[config.mk]
export PLATFORM = sky130hd
export DESIGN_NAME = mem_access_unit
export DESIGN_NICKNAME = d
export VERILOG_FILES = /design/src/rtl/mau_pkg.sv /design/src/rtl/mau_align.sv /design/src/rtl/mem_access_unit.sv
export SDC_FILE = /design/constraint.sdc
export NUM_CORES = 1
export LEC_CHECK = 0
export CAP_MARGIN = 5
export CORE_AREA = 2 2 125 127
export DETAILED_ROUTE_END_ITERATION = 10
export DIE_AREA = 0 0 127 129
export GPL_ROUTABILITY_DRIVEN = 0
export SLEW_MARGIN = 10
export SYNTH_ARGS = -nofsm -noshare
export SYNTH_HDL_FRONTEND = slang
export SYNTH_SLANG_ARGS = --single-unit
[constraint.sdc]
create_clock -name clk -period 2.9 [get_ports clk]
set_clock_uncertainty 0.1 [all_clocks]
set_input_delay 0.58 -clock clk [delete_from_list [all_inputs] [get_ports clk]]
set_output_delay 0.58 -clock clk [all_outputs]
set_load 0.005 [all_outputs]
[src/rtl/mau_pkg.sv]
// Shared types and helpers for the memory access unit.
//   size_e     : request size encoding (byte, half, word, reserved)
//   state_e    : control FSM states
//   size_bytes : byte count of a request size (0 for the reserved code)
package mau_pkg;

    typedef enum logic [1:0] {
        SZ_B   = 2'b00,
        SZ_H   = 2'b01,
        SZ_W   = 2'b10,
        SZ_RSV = 2'b11
    } size_e;

    typedef enum logic [2:0] {
        IDLE,
        LD0,
        LD1,
        LDW,
        ST0,
        ST1
    } state_e;

    function automatic logic [2:0] size_bytes(input size_e size);
        case (size)
            SZ_B:    return 3'd1;
            SZ_H:    return 3'd2;
            SZ_W:    return 3'd4;
            default: return 3'd0;
        endcase
    endfunction

endpackage

[src/rtl/mau_align.sv]
// Byte-lane alignment for the memory access unit (purely combinational).
// Store side: builds the 8-bit lane mask and the 64-bit shifted store data,
// then presents the lower or upper word half for the current write.
// Load side: shifts the {hi, lo} word pair down by the byte offset, keeps
// the requested number of bytes and sign- or zero-extends the result.
//   off       : byte offset within the first word
//   size      : request size
//   ld_signed : sign-extend byte/half loads
//   st_upper  : select the second (upper) word of a split store
//   st_wdata  : right-justified store data
//   ld_lo/hi  : first and second word of a load
//   st_be     : byte enables for the selected word
//   st_data   : lane-aligned write data for the selected word
//   ld_data   : extended load result
module mau_align
    import mau_pkg::*;
(
    input  logic [1:0]  off,
    input  size_e       size,
    input  logic        ld_signed,
    input  logic        st_upper,
    input  logic [31:0] st_wdata,
    input  logic [31:0] ld_lo,
    input  logic [31:0] ld_hi,
    output logic [3:0]  st_be,
    output logic [31:0] st_data,
    output logic [31:0] ld_data
);

    logic [2:0]  nb;
    logic [7:0]  mask;
    logic [63:0] st_wide;
    logic [31:0] ld_win;

    // NOTE: every output of this block gets a value on every path, so no latch is inferred.
    always_comb begin
        nb      = size_bytes(size);
        mask    = ((8'd1 << nb) - 8'd1) << off;
        st_wide = {32'd0, st_wdata} << {off, 3'b000};
        st_be   = st_upper ? mask[7:4] : mask[3:0];
        st_data = st_upper ? st_wide[63:32] : st_wide[31:0];

        // Only the low word of the shifted pair can hold requested bytes.
        ld_win  = 32'({ld_hi, ld_lo} >> {off, 3'b000});
        case (size)
            SZ_B:    ld_data = {{24{ld_signed & ld_win[7]}}, ld_win[7:0]};
            SZ_H:    ld_data = {{16{ld_signed & ld_win[15]}}, ld_win[15:0]};
            default: ld_data = ld_win;
        endcase
    end

endmodule

[src/rtl/mem_access_unit.sv]
// Load/store initiator for a byte-enabled register file.
// Accepts byte/half/word requests on a valid/ready handshake, issues
// word-addressed reads and byte-enabled writes, and returns a one-cycle
// response pulse (with error flag and extended load data).
// Optional feature macro: MAU_MISALIGNED_SPLIT_EN
//   defined   : misaligned accesses are allowed; word-crossing ones are
//               split into two word accesses (LD1/ST1 states).
//   undefined : misaligned requests get an error response, no rf access.
// Ports:
//   clk, rst_n                      clock, async active-low reset
//   req_valid/req_ready             request handshake
//   req_we, req_size, req_signed    store flag, size code, load sign-extend
//   req_addr, req_wdata             byte address, right-justified store data
//   rsp_valid, rsp_err, rsp_rdata   response pulse, error flag, load data
//   rf_rd_en, rf_rd_addr, rf_rd_data   register-file read channel
//   rf_wr_en, rf_wr_addr, rf_byte_en, rf_wr_data   register-file write channel
module mem_access_unit
    import mau_pkg::*;
#(
    parameter int BYTE_ADDR_WIDTH = 6
) (
    input  logic                       clk,
    input  logic                       rst_n,
    input  logic                       req_valid,
    output logic                       req_ready,
    input  logic                       req_we,
    input  logic [1:0]                 req_size,
    input  logic                       req_signed,
    input  logic [BYTE_ADDR_WIDTH-1:0] req_addr,
    input  logic [31:0]                req_wdata,
    output logic                       rsp_valid,
    output logic                       rsp_err,
    output logic [31:0]                rsp_rdata,
    output logic                       rf_rd_en,
    output logic [BYTE_ADDR_WIDTH-3:0] rf_rd_addr,
    input  logic [31:0]                rf_rd_data,
    output logic                       rf_wr_en,
    output logic [BYTE_ADDR_WIDTH-3:0] rf_wr_addr,
    output logic [3:0]                 rf_byte_en,
    output logic [31:0]                rf_wr_data
);

    localparam int WAW = BYTE_ADDR_WIDTH - 2;

    state_e state, state_n;

    // Request buffer
    logic           we_q;
    size_e          size_q;
    logic           signed_q;
    logic [1:0]     off_q;
    logic [WAW-1:0] w0_q;
    logic [31:0]    wdata_q;

    // Registered response
    logic        rsp_valid_q, rsp_valid_n;
    logic        rsp_err_q,   rsp_err_n;
    logic [31:0] rsp_rdata_q, rsp_rdata_n;

    logic        accept;
    logic        reject;
    logic        st_upper;
    logic [31:0] ld_lo, ld_hi;
    logic [3:0]  st_be;
    logic [31:0] st_data, ld_data;

`ifdef MAU_MISALIGNED_SPLIT_EN
    logic [WAW-1:0] w1_q;
    logic           cross_q;
    logic [31:0]    word0_q;
    logic           word0_load;
    logic [2:0]     nb_in;
    logic           cross_in;
`else
    logic           misaligned;
`endif

    assign req_ready = (state == IDLE);
    assign accept    = req_valid && req_ready;

`ifdef MAU_MISALIGNED_SPLIT_EN
    always_comb begin
        nb_in    = size_bytes(size_e'(req_size));
        cross_in = ({2'b00, req_addr[1:0]} + {1'b0, nb_in}) > 4'd4;
    end
    assign reject   = (size_e'(req_size) == SZ_RSV);
    assign st_upper = (state == ST1);
    // A split load has word0 buffered; the word arriving now is the upper one.
    assign ld_lo    = cross_q ? word0_q    : rf_rd_data;
    assign ld_hi    = cross_q ? rf_rd_data : 32'd0;
`else
    always_comb begin
        case (size_e'(req_size))
            SZ_H:    misaligned = req_addr[0];
            SZ_W:    misaligned = |req_addr[1:0];
            default: misaligned = 1'b0;
        endcase
    end
    assign reject   = (size_e'(req_size) == SZ_RSV) || misaligned;
    assign st_upper = 1'b0;
    assign ld_lo    = rf_rd_data;
    assign ld_hi    = 32'd0;
`endif

    mau_align u_align (
        .off       (off_q),
        .size      (size_q),
        .ld_signed (signed_q),
        .st_upper  (st_upper),
        .st_wdata  (wdata_q),
        .ld_lo     (ld_lo),
        .ld_hi     (ld_hi),
        .st_be     (st_be),
        .st_data   (st_data),
        .ld_data   (ld_data)
    );

    // NOTE: sequential state uses non-blocking assignments so every register samples pre-edge values.
    always_ff @(posedge clk or negedge rst_n) begin
        if (!rst_n) begin
            state <= IDLE;
        end else begin
            state <= state_n;
        end
    end

    always_comb begin
        state_n     = state;
        rf_rd_en    = 1'b0;
        rf_rd_addr  = '0;
        rf_wr_en    = 1'b0;
        rf_wr_addr  = '0;
        rf_byte_en  = 4'b0000;
        rf_wr_data  = 32'd0;
        rsp_valid_n = 1'b0;
        rsp_err_n   = 1'b0;
        rsp_rdata_n = 32'd0;
`ifdef MAU_MISALIGNED_SPLIT_EN
        word0_load  = 1'b0;
`endif
        case (state)
            IDLE: begin
                if (accept) begin
                    if (reject) begin
                        rsp_valid_n = 1'b1;
                        rsp_err_n   = 1'b1;
                    end else if (req_we) begin
                        state_n = ST0;
                    end else begin
                        state_n = LD0;
                    end
                end
            end
            LD0: begin
                rf_rd_en   = 1'b1;
                rf_rd_addr = w0_q;
`ifdef MAU_MISALIGNED_SPLIT_EN
                state_n    = cross_q ? LD1 : LDW;
`else
                state_n    = LDW;
`endif
            end
`ifdef MAU_MISALIGNED_SPLIT_EN
            LD1: begin
                rf_rd_en   = 1'b1;
                rf_rd_addr = w1_q;
                word0_load = 1'b1;
                state_n    = LDW;
            end
`endif
            LDW: begin
                rsp_valid_n = 1'b1;
                rsp_rdata_n = ld_data;
                state_n     = IDLE;
            end
            ST0: begin
                rf_wr_en   = 1'b1;
                rf_wr_addr = w0_q;
                rf_byte_en = st_be;
                rf_wr_data = st_data;
`ifdef MAU_MISALIGNED_SPLIT_EN
                if (cross_q) begin
                    state_n = ST1;
                end else begin
                    rsp_valid_n = 1'b1;
                    state_n     = IDLE;
                end
`else
                rsp_valid_n = 1'b1;
                state_n     = IDLE;
`endif
            end
`ifdef MAU_MISALIGNED_SPLIT_EN
            ST1: begin
                rf_wr_en    = 1'b1;
                rf_wr_addr  = w1_q;
                rf_byte_en  = st_be;
                rf_wr_data  = st_data;
                rsp_valid_n = 1'b1;
                state_n     = IDLE;
            end
`endif
            default: state_n = IDLE;
        endcase
    end

    always_ff @(posedge clk or negedge rst_n) begin
        if (!rst_n) begin
            we_q        <= 1'b0;
            size_q      <= SZ_B;
            signed_q    <= 1'b0;
            off_q       <= 2'b00;
            w0_q        <= '0;
            wdata_q     <= 32'd0;
            rsp_valid_q <= 1'b0;
            rsp_err_q   <= 1'b0;
            rsp_rdata_q <= 32'd0;
`ifdef MAU_MISALIGNED_SPLIT_EN
            w1_q        <= '0;
            cross_q     <= 1'b0;
            word0_q     <= 32'd0;
`endif
        end else begin
            rsp_valid_q <= rsp_valid_n;
            rsp_err_q   <= rsp_err_n;
            rsp_rdata_q <= rsp_rdata_n;
            if (accept) begin
                we_q     <= req_we;
                size_q   <= size_e'(req_size);
                signed_q <= req_signed;
                off_q    <= req_addr[1:0];
                w0_q     <= req_addr[BYTE_ADDR_WIDTH-1:2];
                wdata_q  <= req_wdata;
`ifdef MAU_MISALIGNED_SPLIT_EN
                // Wraps naturally to word 0 past the top of the register file.
                w1_q     <= req_addr[BYTE_ADDR_WIDTH-1:2] + 1'b1;
                cross_q  <= cross_in;
`endif
            end
`ifdef MAU_MISALIGNED_SPLIT_EN
            if (word0_load) begin
                word0_q <= rf_rd_data;
            end
`endif
        end
    end

    assign rsp_valid = rsp_valid_q;
    assign rsp_err   = rsp_err_q;
    assign rsp_rdata = rsp_rdata_q;

endmodule

==> results.md <==
- R2r endpoint: rsp_rdata[17]
- CTS tree: yes
- Avg Cell Area, Syn: ~11 sq um
- DRC: 0
- Global-route wire length before repair: 20.9 mm
- Final WL: 13.2 mm
- Antenna Violating Nets Remaining: 0
- Initial antenna violation count: 0
- Finished Layout Cells: roughly 740
- EDFF count, synth: 0
- Tot GR Track Use: 0.166
- Number of synthesized register bits: 78
- Finished Core Util: 0.424
- Worst-path cell chain: nor2_1, nand2_1, inv_2, nand2b_1, buf_4, nor2_1, clkdlybuf4s50_1
- R2r setup slk: 0.47 ns
- Clock Latency Late Sink: between 0.3 and 0.4 ns
- Area Overhead vs Synth: 52.7%
- Final instance area: 6340 sq um
- Slew headroom: 0.466
- Iteration count of the initial detailed-routing pass: 5
- NumNets Final: 635
- Total power: 5.95 mW
- Core ar.: 15000 sq um
- GRT overflow: 0
- Worst Hold Class: in2async
- Num CTS Buffers: 9
- Hold Fails Final Rpt: 0
- Post-synthesis cell type with the largest combined area: dfrtp_1
- Yosys warns: 0
- Clock sinks: 78
- PwrDens: 937 nW/um^2
- Syn nets: 479
- Die area: approximately 16000 sq um
- Kind of end point of the critical path: primary output
- Post-Syn Instances: 395
- Leakage power: 2.70 nW
- Max VDD drop: about 0.00037 V
- Initial DRC Count: 182
- Top cells by area, synth: dfrtp_1, mux2_2, mux2i_1
- Most common cell after layout, fill and taps aside: clkdlybuf4s50_1
- CTS hold repair buffers: 0
- Element type at the critical path start: flop
- Port Buffer Count: 157
- Crit path kind: reg2out
- Status: complete, no violations
- N_diodes: 0
- DR vias: 3601
- Row count: 45
- Fin crit share: 0.965
- Worst-Margin Slew: 0.800 ns
- Setup crit end: rf_wr_data[14]
- Worst r2r src: off_q[0]
- Crit path largest cell delay: 0.53 ns
- R2r worst-path depth: 7
- Vias/cell: 4.84
- CP startpoint: state[0]
- Htree depth: 3
- Fraction of registers with async set/reset: 1.00
- Unique masters post-synth: 30
- RSZ-0062 raised after global routing: false
- Largest net degree at the start of global routing: 62
- Top-area cell type share of the netlist area: 0.470
- Final setup violating endpoints: 0
- Placed Instance Area: just under 6000 sq um
- Number of global-route vias before repair: roughly 3800
- Critical Path RT: between 2 and 2.5 ns
- Crit-path most repeated cell: nor2_1
- Share of cells above drive strength 1: 0.158
- Avg WL per Cell: 17.8 um
- Placed Cells: between 700 and 800
- Max Freq: between 300 and 400 MHz
- Final slew viol count: 0
- Most frequent cells in the layout: clkdlybuf4s50_1, dfrtp_1, nor2_1
- Post-Syn Area: 4160 sq um
- Max Cap Violations: 0
- DP HPWL: between 9 and 10 mm
- I/O pins: 158
- CP arrival: 2.12 ns
- CP max stage cell: clkdlybuf4s50_1
- Final setup TNS: 0 ns
- Final min period: 2.80 ns
- Most used flip-flop cell after synthesis: dfrtp_1
- Initial core utilization: 0.277
- Die height: ~130 um
- Root Buffer: clkbuf_16
- Die X: roughly 130 um
- Worst-path clk slew: 0.06 ns
- Clk buf depth: 2
- Crit Path Max Fanout: 10
- Sequential share of the synthesized area: 0.470
-- per-stage QoR --
step	setup WS, ns	hold slack (ns)
floorplan	0.904	0.184
global placement	0.267	0.387
detailed placement	0.262	0.390
CTS	0.00993	0.249
global route	0.00457	0.297
finish	0.101	0.229
-- critical path, delay by kind of cell, from the launching register on --
| kind | cells | cell delay [ns] |
|---|---|---|
| flip-flops | 1 | 0.44 |
| AND/OR/NAND/NOR | 4 | 0.49 |
| buffers and inverters | 3 | 0.84 |
-- power by group --
group	switching, mW	total, mW	internal, mW	leakage (nW)
Sequential	0.314	1.80	1.48	0.986
Clock	0.434	1.26	0.823	0.166
Combinational	1.45	2.89	1.44	1.55
-- how the worst min path moves through the flow --
stage	slack (ns)	endpoint	start
6_report	0.23	rsp_rdata[11]	rst_n
5_1_grt	0.30	rsp_rdata[12]	rst_n
4_1_cts	0.25	rsp_rdata[11]	rst_n
3_5_place_dp	0.39	wdata_q[30]	wdata_q[30]
3_3_place_gp	0.39	wdata_q[28]	wdata_q[28]
2_1_floorplan	0.18	off_q[0]	rst_n
-- routing by layer --
layer	part of all wire	vias up	global-route usage
met2	0.45	155	0.257
met5	0	-	0
li1	-	1703	-
met3	0.081	12	0.0478
met4	0.015	0	0.0698
met1	0.45	1731	0.218
-- logic make-up (layout without fill, tap and decap cells) --
logic type | after synthesis | count (layout) | share of synthesized area
buffers and inverters | 39 | 200 | 0.0452
and+or+nand+nor | 124 | 124 | 0.147
adders and majority gates | 7 | 7 | 0.0211
DFF | 78 | 78 | 0.470
muxes | 76 | 76 | 0.196
AOI/OAI and AO/OA | 71 | 71 | 0.121
-- cell usage after synthesis, types with 4 or more instances --
| cell type | count |
|---|---|
| a211oi_1 | 30 |
| a21oi_1 | 28 |
| and2_1 | 14 |
| and3_1 | 4 |
| buf_2 | 9 |
| buf_6 | 4 |
| clkbuf_1 | 16 |
| dfrtp_1 | 78 |
| ha_1 | 7 |
| inv_1 | 7 |
| mux2_2 | 39 |
| mux2i_1 | 36 |
| nor2_1 | 59 |
| nor2b_1 | 16 |
| nor3_1 | 18 |
| o2bb2ai_1 | 8 |
-- cell type report --
type                       count  area, sq um
multi-input combinational    278         2030
inverter                       7         26.3
sequential                    78         1960
clock inverter                 3         65.1
fill                        1454         8630
tap                          188          235
clock buffer                  13          270
timing repair buffer         177         1760
-- sequential cells by signal, indices dropped and copies added, names as in the netlist --
| signal | count |
|---|---|
| state | 3 |
| size_q | 2 |
| w0_q | 4 |
| rsp_rdata | 32 |
| rsp_valid | 1 |
| signed_q | 1 |
| rsp_err | 1 |
| off_q | 2 |
| wdata_q | 32 |
-- timing repair --
item / in CTS / in global routing
pin swaps: 1 / 1
endpoints found under the setup margin: 14 / 29
buffers inserted: 4 / 5
resized for setup: 2 / 7
Power figures use the tool's default switching activity.
